File: src/rtl/demux_r.sv
// Routes a captured register value to a data-memory write strobe and/or a FWFT output queue.
// One request in flight at a time; requests arriving while busy are dropped and flagged.
module demux_r #(
  parameter int PROF_FILA = 4
) (
  input  logic       Clock,
  input  logic       Reset_N,
  input  logic [7:0] Dados_R,
  input  logic [1:0] SEL_Destino,
  input  logic       Escrever,
  input  logic [7:0] Endereco,
  output logic       Ocupado,
  output logic       WE_M,
  output logic [7:0] Endereco_M,
  output logic [7:0] Dados_M_W,
  output logic [7:0] Dados_OUT,
  output logic       OUT_Valid,
  input  logic       OUT_Ready,
  output logic [3:0] Nivel,
  output logic       Perdido
);

  localparam int         PW   = (PROF_FILA > 1) ? $clog2(PROF_FILA) : 1;
  localparam logic [3:0] FULL = 4'(PROF_FILA);

  typedef enum logic [1:0] {IDLE, MEM, FILA} state_t;

  state_t         state, state_nxt;
  logic [7:0]     cap_dat, cap_adr;
  logic [1:0]     cap_sel;
  logic           accept, push, pop, full;
  logic [PW-1:0]  wr_ptr, rd_ptr;
  logic [3:0]     count;
  logic [7:0]     fifo_mem [PROF_FILA];

  assign accept = (state == IDLE) && Escrever && (SEL_Destino != 2'b00);
  assign full   = (count == FULL);
  // Push decision uses occupancy at the start of the cycle, so a same-cycle pop cannot unblock it.
  assign push   = (state == FILA) && !full;
  assign pop    = OUT_Valid && OUT_Ready;

  always_comb begin
    state_nxt = state;
    case (state)
      IDLE: if (accept) state_nxt = SEL_Destino[0] ? MEM : FILA;
      MEM:  state_nxt = cap_sel[1] ? FILA : IDLE;
      FILA: if (!full) state_nxt = IDLE;
      default: state_nxt = IDLE;
    endcase
  end

  always_ff @(posedge Clock or negedge Reset_N) begin
    if (!Reset_N) begin
      state <= IDLE;
    end else begin
      state <= state_nxt;
    end
  end

  always_ff @(posedge Clock or negedge Reset_N) begin
    if (!Reset_N) begin
      cap_dat <= 8'h00;
      cap_adr <= 8'h00;
      cap_sel <= 2'b00;
    end else if (accept) begin
      cap_dat <= Dados_R;
      cap_adr <= Endereco;
      cap_sel <= SEL_Destino;
    end
  end

  always_ff @(posedge Clock or negedge Reset_N) begin
    if (!Reset_N) begin
      Perdido <= 1'b0;
    end else if (Escrever && (state != IDLE)) begin
      Perdido <= 1'b1;
    end
  end

  always_ff @(posedge Clock) begin
    if (push) fifo_mem[wr_ptr] <= cap_dat;
  end

  always_ff @(posedge Clock or negedge Reset_N) begin
    if (!Reset_N) begin
      wr_ptr <= '0;
      rd_ptr <= '0;
      count  <= 4'd0;
    end else begin
      if (push) wr_ptr <= wr_ptr + PW'(1);
      if (pop)  rd_ptr <= rd_ptr + PW'(1);
      case ({push, pop})
        2'b10:   count <= count + 4'd1;
        2'b01:   count <= count - 4'd1;
        default: count <= count;
      endcase
    end
  end

  assign Ocupado    = (state != IDLE);
  assign WE_M       = (state == MEM);
  assign Endereco_M = cap_adr;
  assign Dados_M_W  = cap_dat;
  assign Nivel      = count;
  assign OUT_Valid  = (count != 4'd0);
  assign Dados_OUT  = OUT_Valid ? fifo_mem[rd_ptr] : 8'h00;

endmodule

File: config.mk
export PLATFORM = sky130hd
export DESIGN_NAME = demux_r
export DESIGN_NICKNAME = d
export VERILOG_FILES = /design/src/rtl/demux_r.sv
export SDC_FILE = /design/constraint.sdc
export NUM_CORES = 1
export LEC_CHECK = 0
export ABC_AREA = 1
export ABC_CLOCK_PERIOD_IN_PS = 2050
export CAP_MARGIN = 20
export CELL_PAD_IN_SITES_DETAIL_PLACEMENT = 1
export CELL_PAD_IN_SITES_GLOBAL_PLACEMENT = 1
export CORE_MARGIN = 1
export CORE_UTILIZATION = 39
export CTS_CLUSTER_DIAMETER = 50
export CTS_CLUSTER_SIZE = 12
export DETAILED_ROUTE_END_ITERATION = 12
export GPL_TIMING_DRIVEN = 0
export PLACE_DENSITY = 0.75
export SYNTH_ARGS = -nofsm -noshare
export SYNTH_HDL_FRONTEND = slang
export SYNTH_SLANG_ARGS = --single-unit
File: constraint.sdc
create_clock -name Clock -period 2.05 [get_ports Clock]
set_clock_uncertainty 0.05 [all_clocks]
set_input_delay 0.205 -clock Clock [delete_from_list [all_inputs] [get_ports Clock]]
set_output_delay 0.205 -clock Clock [all_outputs]
set_load 0.05 [all_outputs]
## Word level (Yosys, flattened, before mapping)

Memories as Yosys holds them, arrays and structs flattened.
Cells that the tools add are included.

- Add/subtract/negate cells: 4
- Equality and inequality tests: 7
- Mux-type cells: 9
- Reductions and logical operators: 12

Operators with widths:

| cell | number |
|---|---|
| $mux 2 | 4 |
| $mux 8 | 1 |
| $pmux 4 s2 | 1 |
| $pmux 2 s3 | 1 |
| $reduce_bool 2->1 | 3 |
| $logic_and 1x1->1 | 5 |
| $add 2x1->2 const B | 2 |
| $add 4x1->4 const B | 1 |
| $eq 2x1->1 const B | 2 |
| $eq 2x2->1 const B | 2 |
| $eq 4x3->1 const B | 1 |
| $ne 2x2->1 const B | 2 |
| $reduce_bool 4->1 | 1 |
| $sub 4x1->4 const B | 1 |
| $logic_not 2->1 | 1 |
| $mux 1 | 2 |
| $reduce_and 2->1 | 1 |
| $logic_not 1->1 | 1 |

- Flip-flop bits (word level): 29
- RAM bits: 32
- Input bits: 22
- Output and inout port bits: 32
- Word-level logic and storage cells: 41
- Memories kept: 1

Memories:

| memory | words | width | rd ports | clocked after memory_dff | wr ports | RTL line | source |
|---|---|---|---|---|---|---|---|
| fifo_mem | 4 | 8 | 1 | 0 | 1 | 34 | `logic [7:0] fifo_mem [PROF_FILA];` |

## Logic depth before layout (Yosys ltp)

- Depth after elaboration: 5
- Mapped depth: 13
- Depth with buffers taken out: 13

## Worst setup path before layout

Ideal clock, no wire load.

- Path type: reg2reg
- Start: register count[1], in the netlist Nivel[1]
- End: register count[2], in the netlist Nivel[2]
- Library setup time: 0.083 ns
- Arrival: 2.450 ns
- Data required time: 1.917 ns
- Path slack: -0.533 ns
- Stages on the path, launching flop included: 13
- Buffers on the path: 0
- Clock period less this slack: 2.583 ns
- Path through: dfrtp_1 > nor2_1 > nand3_1 > nand2_1 > inv_1 > ha_1 > nand2_1 > inv_1 > nor2_1 > ha_1 > a21oi_1 > xor2_1 > o21ai_0

- Elaborated cells between the ends (all ways): 11
- Those cells by class: add/sub: 2; eq/ne: 3; mux: 1; reduce/logical: 5

RTL lines:

| what | RTL line | source |
|---|---|---|
| start: declaration | 33 | `logic [3:0] count;` |
| start signal: assignment | 93 | `2'b10: count <= count + 4'd1;` |
| start signal: assignment | 94 | `2'b01: count <= count - 4'd1;` |
| start signal: assignment | 95 | `default: count <= count;` |
| $reduce_bool 4->1 * | 105 | `assign OUT_Valid = (count != 4'd0);` |
| net OUT_Valid | 17 | `output logic OUT_Valid,` |
| $logic_and 1x1->1 * | 40 | `assign pop = OUT_Valid && OUT_Ready;` |
| net pop | 31 | `logic accept, push, pop, full;` |
| $eq 2x1->1 / $eq 2x2->1 (equally long branches) | 92 | `case ({push, pop})` |
| $pmux 4 s2 / $reduce_bool 2->1 (equally long branches) | - |  |

Mark *: on every way through the listed nets, which the timed path passes. The rest lies on a longest branch.
A chain may end at the register's enable or synchronous reset.

## Worst setup path after layout

- Start: register count[1], in the netlist Nivel[1]
- End: register count[2], in the netlist Nivel[2]

- Elaborated cells between the ends (all ways): 11
- Those cells by class: add/sub: 2; eq/ne: 3; mux: 1; reduce/logical: 5

RTL lines:

| what | RTL line |
|---|---|
| $reduce_bool 4->1 * | 105 |
| $logic_and 1x1->1 * | 40 |
| net pop | 31 |
| $eq 2x1->1 / $eq 2x2->1 (equally long branches) | 92 |
| $pmux 4 s2 / $reduce_bool 2->1 (equally long branches) | - |

Marked as above.

==> results.json <==
{
  "fin_util": 0.555,
  "synth_common_cells": "nand2_1, nor2_1, edfxtp_1",
  "io_pins": 54,
  "yosys.cell_types.count": 22,
  "hold_buffers": 0,
  "cp_data_required_time_ns": 2.26,
  "worst_pin_slew_ns": 0.833,
  "pwr_density_cell_nw_per_um2": 1710,
  "max_slew_margin": 0.443,
  "diodes": 0,
  "drive_gt1_frac": 0.185,
  "grt_start_max_net_pins": 20,
  "layout.cells.non_filler": 407,
  "seq_area_frac_synth": 0.648,
  "drt-total-wl_um": 6290,
  "synth_area_leaders": "edfxtp_1, dfrtp_1, nand2_1, nor2_1, o21ai_0",
  "drc": 0,
  "yosysTopAreaCellShare": 0.375,
  "die_y_um": 83.1,
  "wire_per_inst_um": 15.5,
  "reg2reg_to": "Nivel[2]",
  "grt_pass1_wl_um": 9880,
  "crit_end": "Nivel[2]",
  "synthesis.nets": 280,
  "max_freq_ghz": 0.503,
  "crit_path_end_kind": "flop",
  "hpwlAfterDp_um": 4270,
  "worstSetupStartpoint": "Nivel[1]",
  "finalSetupViolations": 0,
  "io_buffer_count": 53,
  "synthSimpleGateAreaFrac": 0.184,
  "multi_input_area_um2": 833,
  "dieArea_um2": 6900,
  "grt-ovfl-total": 0,
  "synth_compound_area_frac": 0.0645,
  "ctsHtreeMaxLevel": 3,
  "synth_top_area_cell": "edfxtp_1",
  "viasPerCell": 4.86,
  "drtIter0Drc": 83,
  "crit_type": "reg2reg",
  "yosys.cell_count.top_type": "nand2_1",
  "rows": 29,
  "cp_max_fo": 5,
  "postSynthCellCount": 251,
  "grt_usage": 0.190,
  "crit_arrival_ns": 2.20,
  "core_area_um2": 6350,
  "n_fill_cell": 697,
  "hold_violations": 0,
  "outcome": "finished clean",
  "cts_buffer_depth": 2,
  "dp.cells": 382,
  "finalCritPeriodShare": 0.970,
  "p_leak_nw": 1.53,
  "antenna_found_initial": 0,
  "synth-xor-area-share": 0.0171,
  "drv_slew": 0,
  "muxShareOfSynthArea": 0,
  "post_synth.cell_area_avg_um2": 10.2,
  "dr.pass1.iters": 4,
  "clk_latency_ns": 0.33,
  "final-seq-area_um2": 1670,
  "antenna_left": 0,
  "critPathLaunchType": "flop",
  "synth_fa_ha_area_frac": 0.0342,
  "die_x_um": 83.1,
  "maxCapViolCount": 0,
  "synth-edff-count": 32,
  "clk_pin_slew_ns": 0.07,
  "cts_tree": "yes",
  "globalplace.congestion": 0.712,
  "numClockSinks": 60,
  "syn2layout_area_growth_pct": 37.5,
  "grt_pass1_vias": 1981,
  "cts_made_buffers": 9,
  "yosys_register_bits": 60,
  "num-nets-final": 354,
  "cts_root_buf": "clkbuf_8",
  "rr_worst_depth": 12,
  "syn_area_um2": 2560,
  "synth_top_flop_cell": "edfxtp_1",
  "dr_total_vias": 1978,
  "r2r_start": "Nivel[1]",
  "peakVddDrop_v": 0.00101,
  "r2r_slack_ns": 0.06,
  "hp-class": "in2async",
  "start_util": 0.404,
  "synth_top_family_by_area": "simple AND/OR/NAND/NOR gates",
  "yosysWarnings": 0,
  "synthArstFlopShare": 0.467,
  "min_period_ns": 1.99
}
## state kept, by name, summed over array words and instances, names as in the netlist
register	cells
state	2
cap_sel	1
rd_ptr	2
Endereco_M	8
fifo_mem	32
Dados_M_W	8
Nivel	4
wr_ptr	2
Perdido	1
## placed cells by master (no fill, tap or decap)
master and count:
xor2_1 3, dfrtp_2 4, clkinv_1 2, xnor2_1 2
nand3_4 3, clkbuf_1 1, buf_4 19, clkdlybuf4s50_1 42
a21oi_1 9, nand3_1 3, o31ai_1 1, nor2_1 41
dfrtp_1 24, clkinvlp_4 3, inv_4 1, a21oi_2 1
a21o_1 1, clkbuf_8 9, dlymetal6s2s_1 3, ha_2 1
ha_4 1, buf_16 1, edfxtp_1 32, o21ai_1 2
nand2_2 2, or2_0 1, clkinv_2 2, o21ai_0 18
inv_1 13, ha_1 5, nor2_2 3, nor2_4 1
inv_2 5, buf_6 5, nand2_1 66
## through the flow
stage | TNS [ns] | hold WS, ns | power, W | instance area (µm²) | setup slack [ns]
floorplan | -0.0233 | -0.141 | 0.00395 | 2610 | -0.00595
global placement | -1.49 | 0.393 | 0.00488 | 3230 | -0.243
detailed placement | -2.04 | 0.398 | 0.00499 | 3260 | -0.249
CTS | 0 | 0.198 | 0.00590 | 3440 | 0.0246
global route | -0.121 | 0.221 | 0.00637 | 3520 | -0.0633
finish | 0 | 0.191 | 0.00602 | 3520 | 0.0621
## timing repair
item	4_1_cts	5_1_grt
pin swaps	1	6
setup buffers	3	6
setup endpoints to repair	17	11
gates cloned	0	0
resized for setup	51	16
## per-layer routing
metal | global-route usage | vias to the layer above | part of all wire
met3 | 0.0408 | 10 | 0.048
met5 | 0 | - | 0
met1 | 0.235 | 956 | 0.43
met2 | 0.320 | 55 | 0.51
li1 | - | 957 | -
met4 | 0.0846 | 0 | 0.012
## logic make-up after synthesis
| logic type | Yosys count |
|---|---|
| adder cells (fa/ha/maj) | 7 |
| AO/OA/AOI/OAI | 32 |
| flip-flops | 60 |
| buffers and inverters | 27 |
| AND/OR/NAND/NOR | 120 |
| XOR/XNOR | 5 |
## power breakdown
group	leakage [nW]	switching, W	internal [W]	total [W]
Clock	0.0771	0.000468	0.000426	0.000894
Combinational	0.828	0.00214	0.00108	0.00322
Sequential	0.626	0.000268	0.00164	0.00191
Total	1.53	0.00288	0.00315	0.00602
## cell type report
type | instances | share of cell area
clock inverters | 6 | 0.00924
repair buffers | 63 | 0.174
clock buffers | 10 | 0.0362
flip-flops and latches | 60 | 0.473
plain buffers | 7 | 0.0202
inverters | 20 | 0.0231
well taps | 77 | 0.0274
multi-input cells | 164 | 0.237
## critical path, stage by stage, from the launching register on
cell,delay (ns)
dfrtp_2,0.46
nor2_4,0.18
nand3_4,0.09
nand2_2,0.10
inv_2,0.07
ha_4,0.17
nand2_1,0.08
inv_1,0.07
nor2_2,0.14
ha_2,0.21
a21oi_2,0.04
xor2_1,0.16
o21ai_1,0.11
## how the worst min path moves through the flow
| stage | from | cells past startpoint | to | slack [ns] |
|---|---|---|---|---|
| 4_1_cts | Reset_N | 1 | Endereco_M[6] | 0.20 |
| 3_3_place_gp | Perdido | 1 | Perdido | 0.39 |
| 5_1_grt | Reset_N | 1 | Endereco_M[6] | 0.22 |
| 6_report | Reset_N | 1 | Endereco_M[5] | 0.19 |
| 2_1_floorplan | Reset_N | 0 | Dados_M_W[0] | -0.14 |
| 3_5_place_dp | Perdido | 1 | Perdido | 0.40 |
Power figures use the tool's default switching activity.
